File: src/rtl/arch_reg_debug_port.sv
// Debug responder: reads committed architectural registers through the rename map and PRF.
// Optional running XOR checksum of sweep data enabled by defining ARD_CHECKSUM_EN.
module arch_reg_debug_port #(
  parameter int ARCH_REGS = 32,
  parameter int AREG_W    = 5,
  parameter int PREG_W    = 7,
  parameter int XLEN      = 32
) (
  input  logic              clk,
  input  logic              reset,
  input  logic              req_valid,
  output logic              req_ready,
  input  logic [AREG_W-1:0] req_areg,
  input  logic              req_all,
  output logic              stall_commit,
  output logic              map_rd_en,
  output logic [AREG_W-1:0] map_rd_areg,
  input  logic [PREG_W-1:0] map_rd_preg,
  output logic              prf_rd_en,
  output logic [PREG_W-1:0] prf_rd_addr,
  input  logic [XLEN-1:0]   prf_rd_data,
  output logic              resp_valid,
  input  logic              resp_ready,
  output logic [AREG_W-1:0] resp_areg,
  output logic [PREG_W-1:0] resp_preg,
  output logic [XLEN-1:0]   resp_data,
  output logic              resp_last,
  output logic [XLEN-1:0]   resp_checksum
);

  typedef enum logic [1:0] {S_IDLE, S_MAP, S_PRF, S_RESP} state_t;

  state_t            state_q, state_d;
  logic [AREG_W-1:0] areg_q;
  logic              all_q;
  logic              first_q;
  logic [PREG_W-1:0] preg_q;
  logic [XLEN-1:0]   data_q;
  logic [XLEN-1:0]   data_cur;
  logic              accept;
  logic              resp_hs;
  logic              is_last;

  assign accept  = (state_q == S_IDLE) && req_valid;
  assign resp_hs = (state_q == S_RESP) && resp_ready;
  assign is_last = !all_q || (areg_q == AREG_W'(ARCH_REGS - 1));

  // PRF data is only valid in the first RESP cycle; afterwards the captured copy is shown.
  assign data_cur = first_q ? ((areg_q == '0) ? '0 : prf_rd_data) : data_q;

  always_comb begin
    state_d      = state_q;
    req_ready    = 1'b0;
    stall_commit = 1'b1;
    map_rd_en    = 1'b0;
    map_rd_areg  = '0;
    prf_rd_en    = 1'b0;
    prf_rd_addr  = '0;
    resp_valid   = 1'b0;
    resp_areg    = '0;
    resp_preg    = '0;
    resp_data    = '0;
    resp_last    = 1'b0;
    case (state_q)
      S_IDLE: begin
        req_ready    = 1'b1;
        stall_commit = 1'b0;
        if (req_valid) state_d = S_MAP;
      end
      S_MAP: begin
        map_rd_en   = 1'b1;
        map_rd_areg = areg_q;
        state_d     = S_PRF;
      end
      S_PRF: begin
        prf_rd_en   = 1'b1;
        prf_rd_addr = map_rd_preg;
        state_d     = S_RESP;
      end
      S_RESP: begin
        resp_valid = 1'b1;
        resp_areg  = areg_q;
        resp_preg  = preg_q;
        resp_data  = data_cur;
        resp_last  = is_last;
        if (resp_ready) state_d = is_last ? S_IDLE : S_MAP;
      end
      default: state_d = S_IDLE;
    endcase
  end

  always_ff @(posedge clk) begin
    if (!reset) begin
      state_q <= S_IDLE;
      areg_q  <= '0;
      all_q   <= 1'b0;
      first_q <= 1'b0;
      preg_q  <= '0;
      data_q  <= '0;
    end else begin
      state_q <= state_d;
      if (accept) begin
        areg_q <= req_all ? '0 : req_areg;
        all_q  <= req_all;
      end else if (resp_hs && !is_last) begin
        areg_q <= areg_q + AREG_W'(1);
      end
      if (state_q == S_PRF) preg_q <= map_rd_preg;
      first_q <= (state_q == S_PRF);
      if (first_q) data_q <= data_cur;
    end
  end

`ifdef ARD_CHECKSUM_EN
  logic [XLEN-1:0] csum_q;

  always_ff @(posedge clk) begin
    if (!reset)       csum_q <= '0;
    else if (accept)  csum_q <= '0;
    else if (resp_hs) csum_q <= csum_q ^ data_cur;
  end

  assign resp_checksum = (state_q == S_RESP) ? (csum_q ^ data_cur) : '0;
`else
  assign resp_checksum = '0;
`endif

endmodule

File: config.mk
export PLATFORM = sky130hd
export DESIGN_NAME = arch_reg_debug_port
export DESIGN_NICKNAME = d
export VERILOG_FILES = /design/src/rtl/arch_reg_debug_port.sv
export SDC_FILE = /design/constraint.sdc
export NUM_CORES = 1
export LEC_CHECK = 0
export CELL_PAD_IN_SITES_DETAIL_PLACEMENT = 1
export CELL_PAD_IN_SITES_GLOBAL_PLACEMENT = 2
export CORE_MARGIN = 3
export CORE_UTILIZATION = 20
export DETAILED_ROUTE_END_ITERATION = 12
export GPL_TIMING_DRIVEN = 1
export HOLD_SLACK_MARGIN = 0.05
export PLACE_DENSITY_LB_ADDON = 0.1
export SETUP_SLACK_MARGIN = 0.2
export SYNTH_ARGS = -nofsm -noshare
export SYNTH_HDL_FRONTEND = slang
export SYNTH_SLANG_ARGS = --single-unit
File: constraint.sdc
create_clock -name clk -period 1.9 [get_ports clk]
set_input_delay 0.38 -clock clk [delete_from_list [all_inputs] [get_ports clk]]
set_output_delay 0.38 -clock clk [all_outputs]
set_load 0.03 [all_outputs]
==> impl_metrics.ini <==
[outcome]
status = complete, but fails checks
violations = setup timing

[global_route]
grt_pass1_vias = 2913
track_usage_pct = 12.0
grt_pass1_wl_mm = 15.3
antenna_found_initial = 0
grt_max_degree = 29
grt.overflow.total = 0

[sta]
finalSetupViolCount = 33
final.setup.worst_slack_ns = -0.415
fmax_ghz = 0.432
slew_violations = 0
hold_viol = 0
fin_crit_sh_pct = 122
finalCriticalPeriod_ns = 2.31
rsz0062_at_grt = yes
finClkSkew_ns = 0.00657

[drt]
dr_wl_met3_um = 425
avgRoutedWirePerCell_um = 14.2
drt-total-wl_mm = 9.37
met1_length_mm = 4.30
firstDrtPassIters = 4
vias_per_cell = 4.10
first_iter_violations = 119
ant_nets = 0
drc = 0
vias = 2700
top_layer_used = met4
met2_length_mm = 4.51

[die]
std_cell_rows = 42
die_area_sq_mm = 0.0156
die_h_um = 125
die_w_um = 125
initial_core_util_pct = 20.9
coreArea_sq_mm = 0.0136
ios = 143

[worst_setup_path]
required_ns = 1.52
crit_path_end_kind = primary output
path_max_fanout = 16
start_kind = register
reg2reg_depth = 8
r2r_slack_ns = 0.08
r2r-start = areg_q[0]
cp.arrival_ns = 1.93
critPathKind = reg2out
worst_r2r_endpoint = data_q[6]

[finish]
fin_area_sq_mm = 0.00546
final_layout_size_suffix_gt1_share_pct = 48.9
fin_nets = 540
instances_no_fill = 659
syn_to_final_growth_pct = 92.5
n_antenna_cell = 0

[synth]
synth.distinct_cells = 37
synth_compound_area_share_pct = 18.0
syn_area_per_cell_sq_um = 8.65
synth.mux.area_fraction_pct = 0
synth_top_family_by_area = simple AND/OR/NAND/NOR gates
ys_seq_area_share_pct = 33.9
synth_warnings = 0
synthSimpleGateAreaFrac_pct = 30.2
yosys.area_share.adder_pct = 3.53
ys_seq_elements = 48
synth_edf_count = 0
async_flop_share_pct = 0
syn_inst = 328
synth_xor_area_share_pct = 0.309
ys.flop_type = dfxtp_1
syn_area_sq_mm = 0.00284

[place]
pre_cts_slack_ns = -0.191
place_inst = 639
placed_cell_area_sq_mm = 0.00479
port_buffers = 110
dp_hpwl_mm = 6.85
gp_congestion = 0.707

[clocking]
clock_tree.buffer_depth = 2
clock_latency_ns = 0.30
cts_hold_buf = 0
tritoncts = done
cts_buffers = 5
clkTransAtPathRegs_ns = 0.07
cts.sinks = 48
h-tree-depth = 2
clockRootBuffer = clkbuf_16

[pwr]
ir_worst_vdd_v = 0.000595
power.leakage_nw = 2.06
power_mw = 5.29
powerDensity_mw_per_mm2 = 969

[min_path]
min_path_cells = 2
min_from = preg_q[5]
holdPathEnd = preg_q[5]
hp-class = reg2reg

[job]
maxCapViolCount = 0
per-layer routing:
layer	up-vias	global-route usage (%)
li1	1342	-
met1	1273	15.7
met2	77	19.8
met3	8	2.56
met4	0	4.02
met5	-	0
worst max-delay path: stages (launching register included):
cell,delay [ns]
dfxtp_2,0.32
inv_1,0.05
ha_1,0.13
or4b_4,0.50
buf_12,0.21
a31oi_4,0.23
nor2b_4,0.06
buf_6,0.13
stage by stage:
step                hold slack, ns  utilization, %  setup TNS, ns
floorplan                    0.448               -              0
global placement             0.465            35.3          -2.92
detailed placement           0.478            35.3          -3.63
CTS                          0.500            39.5         -13.62
global route                 0.530            40.3         -15.59
finish                       0.493            40.3         -12.71
flip-flops by register name (all words and copies together) (netlist names):
| register | cells |
|---|---|
| first_q | 1 |
| all_q | 1 |
| state_q | 2 |
| preg_q | 7 |
| data_q | 32 |
| areg_q | 5 |
how the worst max path moves through the flow:
stage | cells past startpoint | to | slack (ns) | start
floorplan | 7 | resp_data[10] | 0.001 | areg_q[0]
global placement | 7 | resp_data[0] | -0.13 | areg_q[0]
detailed placement | 7 | resp_data[0] | -0.19 | areg_q[1]
CTS | 7 | resp_data[23] | -0.45 | areg_q[1]
global route | 7 | resp_data[6] | -0.51 | areg_q[0]
finish | 7 | resp_data[6] | -0.41 | areg_q[0]
cells in the final DEF, fill, tap and decap left out, drive strengths merged:
cell type / instances
buf: 118
o31ai: 2
nand2: 7
nand4b: 3
or3b: 1
nand2b: 1
and4b: 1
inv: 7
nor2: 41
xnor2: 1
a211oi: 1
conb: 32
dfxtp: 48
o311a: 1
a21boi: 1
clkdlybuf4s15: 1
nor2b: 67
clkinv: 1
a311o: 1
clkdlybuf4s50: 48
bufinv: 1
clkbuf: 8
ha: 8
and2: 25
a31oi: 32
nand3b: 2
o2111a: 1
a31o: 2
a311oi: 2
a21oi: 10
bufbuf: 1
nor3: 2
and3: 1
or4b: 1
nand3: 1
o21ai: 3
final cells by class:
cell class	count	area, sq um
Multi-Input combinational cell	250	2300
Sequential cell	48	970
Tap cell	176	220
Clock inverter	1	30.0
Clock buffer	6	129
Inverter	8	32.5
Fill cell	1480	8100
Timing Repair Buffer	170	1780
timing repair:
item / 4_1_cts / 5_1_grt
pin swaps: 19 / 7
gates cloned: 2 / 0
buffers inserted: 5 / 6
endpoints found under the setup margin: 92 / 91
gates resized for setup: 124 / 15
cells in the mapped netlist (2+ instances only):
master | n | area [sq um]
buf_6 | 3 | 33.8
ha_1 | 8 | 100
nor2b_1 | 67 | 419
and2_1 | 25 | 156
a311oi_1 | 2 | 17.5
a21oi_1 | 10 | 50.1
buf_1 | 2 | 7.51
o31ai_1 | 2 | 15.0
a31oi_1 | 22 | 138
nand3b_1 | 2 | 15.0
buf_2 | 2 | 10.0
nand4b_1 | 3 | 26.3
buf_4 | 33 | 248
a31o_2 | 2 | 17.5
o21ai_0 | 3 | 15.0
inv_1 | 7 | 26.3
clkbuf_1 | 12 | 45.0
nor2_1 | 41 | 154
nor3_1 | 2 | 10.0
a31oi_4 | 10 | 213
dfxtp_1 | 48 | 961
nand2_1 | 7 | 26.3
cells by family (layout without fill, tap and decap cells):
| family | Yosys count | in the layout |
|---|---|---|
| AO/OA/AOI/OAI | 56 | 56 |
| XOR/XNOR | 1 | 1 |
| other | 1 | 32 |
| AND/OR/NAND/NOR | 153 | 153 |
| adder cells (fa/ha/maj) | 8 | 8 |
| buffers and inverters | 61 | 185 |
| flip-flops | 48 | 48 |
power breakdown:
group | internal [mW] | switching [mW] | total (mW)
Sequential | 1.14 | 0.0682 | 1.21
Combinational | 1.39 | 1.69 | 3.08
Clock | 0.615 | 0.384 | 0.999
Total | 3.15 | 2.14 | 5.29
No activity file was read; power rests on OpenSTA's default activity.
